## src/rtl/ring_decoder_monitor.sv

```systemverilog
// ring_decoder_monitor: samples a one-hot ring, reports the hot index and tracks sequence lock.
// Define RING_MON_ERRCNT_EN to add the saturating ERR_CNT violation counter.
module ring_decoder_monitor #(
  parameter int WIDTH = 4,
  parameter int LOCK_CNT = 3,
  localparam int IW = $clog2(WIDTH)
) (
  input  logic             CLK,
  input  logic             CLR,
  input  logic [WIDTH-1:0] RING_IN,
`ifdef RING_MON_ERRCNT_EN
  output logic [7:0]       ERR_CNT,
`endif
  output logic [IW-1:0]    IDX,
  output logic             VALID,
  output logic             LOCK,
  output logic             SEQ_ERR
);
  localparam logic [1:0] SEARCH = 2'd0, CONFIRM = 2'd1, LOCKED = 2'd2;
  logic [1:0] state, state_nxt;
  logic [3:0] cnt, cnt_inc;
  logic one_hot, adv, viol;
  logic [IW-1:0] hot_idx, idx_succ;
  always_comb begin
    hot_idx = '0;
    for (int i = 0; i < WIDTH; i++)
      if (RING_IN[i]) hot_idx = IW'(i);
    one_hot = (RING_IN != '0) && ((RING_IN & (RING_IN - WIDTH'(1))) == '0);
    idx_succ = (IDX == IW'(WIDTH - 1)) ? '0 : IDX + IW'(1);
    adv = one_hot && (hot_idx == idx_succ);
    cnt_inc = cnt + 4'd1;
    viol = (state == LOCKED) && !adv;
    // a one-hot miss in CONFIRM re-anchors; anything but an advance drops LOCKED to SEARCH
    state_nxt = (state == SEARCH)  ? (one_hot ? CONFIRM : SEARCH) :
                (state == CONFIRM) ? (!one_hot ? SEARCH :
                                      (adv && cnt_inc == 4'(LOCK_CNT)) ? LOCKED : CONFIRM) :
                (adv ? LOCKED : SEARCH);
  end
  always_ff @(posedge CLK or negedge CLR)
    if (!CLR) begin
      state <= SEARCH;
      cnt <= '0;
      IDX <= '0;
      VALID <= 1'b0;
      LOCK <= 1'b0;
      SEQ_ERR <= 1'b0;
    end else begin
      state <= state_nxt;
      cnt <= (state == CONFIRM && adv) ? cnt_inc : '0;
      VALID <= one_hot;
      if (one_hot) IDX <= hot_idx;
      LOCK <= state_nxt == LOCKED;
      SEQ_ERR <= viol;
    end
`ifdef RING_MON_ERRCNT_EN
  always_ff @(posedge CLK or negedge CLR)
    if (!CLR) ERR_CNT <= '0;
    else if (viol && ERR_CNT != 8'hFF) ERR_CNT <= ERR_CNT + 8'd1;
`endif
endmodule

```

## config.mk

```make
export PLATFORM = sky130hd
export DESIGN_NAME = ring_decoder_monitor
export DESIGN_NICKNAME = d
export VERILOG_FILES = /design/src/rtl/ring_decoder_monitor.sv
export SDC_FILE = /design/constraint.sdc
export NUM_CORES = 1
export LEC_CHECK = 0
export CAP_MARGIN = 20
export CORE_MARGIN = 2
export CORE_UTILIZATION = 35
export CTS_BUF_LIST = sky130_fd_sc_hd__clkbuf_8
export DETAILED_ROUTE_END_ITERATION = 16
export PLACE_DENSITY = 0.61
export SYNTH_ARGS = -nofsm -noshare
export SYNTH_HDL_FRONTEND = slang
export SYNTH_SLANG_ARGS = --single-unit
export TNS_END_PERCENT = 100
```

## constraint.sdc

```tcl
create_clock -name CLK -period 2 [get_ports CLK]
set_input_delay 0.2 -clock CLK [delete_from_list [all_inputs] [get_ports CLK]]
set_output_delay 0.2 -clock CLK [all_outputs]
set_load 0.01 [all_outputs]
```

==> qor.csv <==
stage,metric,value,unit
routing,avgRoutedWirePerCell,10.42,µm
finish,area_growth,24.45,%
yosys,synth_top_area_cell,dfrtp_1,
worst_setup_path,max_stage_delay,0.46,ns
worst_setup_path,required,2.12,ns
sta,relSlewSlack,68.50,%
sta,fin_crit,1.780,ns
yosys,synthCells,60,
worst_setup_path,path_buf_inv,0,
sta,worst_pin_slew,0.4710,ns
placed_design,gp_congestion,0.6648,
status,status,completed,
clock_network,cts_max_path_buffers,2,
grt,grt_pass1_vias,398,
yosys,synth-seq-cells,11,
sta,slew_violations,0,
sta,rsz0062_at_grt,false,
power_and_ir_drop,powerDensity,711.2,nW/µm²
worst_setup_path,r2r-start,IDX[0],
clock_network,cts_tree,done,
yosys,synth_warnings,0,
clock_network,post_cts_resized,0,
clock_network,cts_sinks,11,
power_and_ir_drop,peakVddDrop,431.6,µV
power_and_ir_drop,leakage,0.3789,nW
finish,layout-drive-gt1-share,11.11,%
yosys,synth.area.top_cells,"dfrtp_1 (44%), ha_1 (6.0%), xnor2_1 (4.2%), buf_6 (3.6%), nor3_2 (3.2%)",
routing,vias,454,
sta,fmax,561.8,MHz
worst_setup_path,endpoint_kind,flip-flop,
floorplan,num_rows,15,
clock_network,htree_levels,1,
grt,grt_max_degree,12,
yosys,syn_avg_cell_area,10.49,µm²
sta,period_share,89.01,%
worst_setup_path,cp_cell_sequence,ha_1 -> or2_2 -> a31oi_1 -> a22o_4 -> o21ba_1,
placed_design,hpwl,762.2,µm
yosys,netlist_top_cells_count,"dfrtp_1 (11), inv_1 (5), nand2_1 (5)",
finish,instances_no_fill,97,
worst_setup_path,worst-setup-path-type,reg2reg,
routing,first_pass_iters,2,
sta,fin_worst_skew,0.001507,ns
yosys,post-synth-top-count-cell,dfrtp_1,
worst_setup_path,r2r_end,LOCK,
worst_setup_path,worstSetupStartpointType,flip-flop,
sta,fin_setup_tns,0,ns
worst_hold_path,hold_class,in2async,
finish,final_util,45.86,%
floorplan,die_width,46.41,µm
yosys,ys_seq_area_share,43.74,%
floorplan,fp.dieH,46.41,µm
grt,grt_remaining_overflow,0,
sta,setup_violations,0,
worst_setup_path,worstPathArrival,1.90,ns
grt,antenna_found_initial,0,
floorplan,pin_count,11,
finish,final_nets,82,
placed_design,io_buffers,10,
finish,antenna_cells,0,
routing,avgViaCountPerCell,4.680,
grt,grt_pass1_wl,1745,µm
clock_network,root_buffer,clkbuf_8,
floorplan,initial_core_util,36.85,%
job,cap_violations,0,
sta,hold_viol_final,0,
worst_setup_path,path_delay_family,compound AO/OA/AOI/OAI gates,
worst_setup_path,rrSetupSlack,0.22,ns
worst_setup_path,crit_path_start,IDX[0],
routing,drc_errors,0,
routing,drt_iter0_markers,3,
floorplan,fp.dieArea,2153,µm²
floorplan,core_area,1708,µm²
yosys,synthDistinctLibCells,28,
worst_setup_path,cp.depth,5,
clock_network,postCtsHoldBufs,0,
yosys,synthArstFlopShare,100.0,%
worst_setup_path,worst_path_max_delay_cell,dfrtp_1,
yosys,syn_nets,69,
worst_setup_path,reg2regPathDepth,5,
clock_network,post_cts_buffers,0,
yosys,synthDominantCellAreaShare,43.74,%
yosys,syn_area,629.4,µm²
clock_network,cts_buffers,3,
placed_design,place_inst,93,
grt,grt_usage,12.56,%
yosys,synth_top_flop_cell,dfrtp_1,
yosys,synth-edff-count,0,
clock_network,clk_pin_slew_worst_paths,0.05,ns
routing,drt-total-wl,1011,µm
routing,ant_nets,0,
worst_setup_path,endpoint,LOCK,
clock_network,clk_latency,0.23,ns
worst_setup_path,cp_max_fo,9,
==> cell usage in the layout (no fill, tap or decap), drive strengths merged, types with 2 or more instances in the layout <==
master and count:
nand3 2, nor3 4, dfrtp 11, inv 6
nand2 5, clkdlybuf4s50 10, nor2 3, a21oi 3
xnor2 3, o21ai 2, o21ba 2, clkbuf 3
ha 3
==> power breakdown <==
group / switching (mW) / internal, mW / leakage [nW]
sequential: 0.0107 / 0.233 / 0.147
clock: 0.0741 / 0.134 / 0.0269
combinational: 0.0502 / 0.0550 / 0.206
total: 0.135 / 0.422 / 0.379
==> worst min path at each step <==
| stage | slack (ns) | to | depth (start not counted) |
|---|---|---|---|
| after floorplan | -0.1 | IDX[0] | 0 |
| after CTS | 0.31 | cnt[1] | 1 |
| after global routing | 0.34 | IDX[1] | 1 |
| after global placement | 0.50 | state[0] | 1 |
| final | 0.29 | cnt[2] | 1 |
| after detailed placement | 0.50 | state[0] | 1 |
==> logic make-up (layout without fill, tap and decap cells) <==
kind of cell,after synthesis,in the layout,share of synthesized area [%]
xor gates and xnor gates,3,3,4.176
AOI/OAI and AO/OA,14,14,17.89
DFF,11,11,43.74
and+or+nand+nor,22,22,21.67
buffers and inverters,7,19,6.561
adders and majority gates,3,3,5.965
==> per-stage QoR <==
step                      hold WS, ns  worst slack (ns)  total power, mW  cell area [µm²]
after floorplan              -0.09559            0.3530           0.3138            629.4
final                          0.2920            0.2199           0.5570            783.3
after global placement         0.5007            0.1316           0.3512            738.2
after detailed placement       0.4969            0.1287           0.3538            738.2
after global routing           0.3387            0.1083           0.5952            783.3
after CTS                      0.3124            0.2203           0.5702            783.3
==> state kept, by name (all words and copies together), names as in the netlist <==
name and count:
state 2, LOCK 1, IDX 2, cnt 4, SEQ_ERR 1, VALID 1
==> routing by layer <==
metal / GRT usage, % / part of all wire (%)
met1: 15.65 / 48
met2: 16.11 / 43
met3: 7.059 / 6.1
met4: 8.571 / 2.9
met5: 0 / 0
==> cell type report <==
type	count	area [µm²]
fillers	162	924.6
multi-input cells	42	312.8
flip-flops and latches	11	275.3
repair buffers	10	100.1
clock buffers	3	41.29
well taps	25	31.28
inverters	5	18.77
clock inverters	1	3.754
Power figures use the tool's default switching activity.
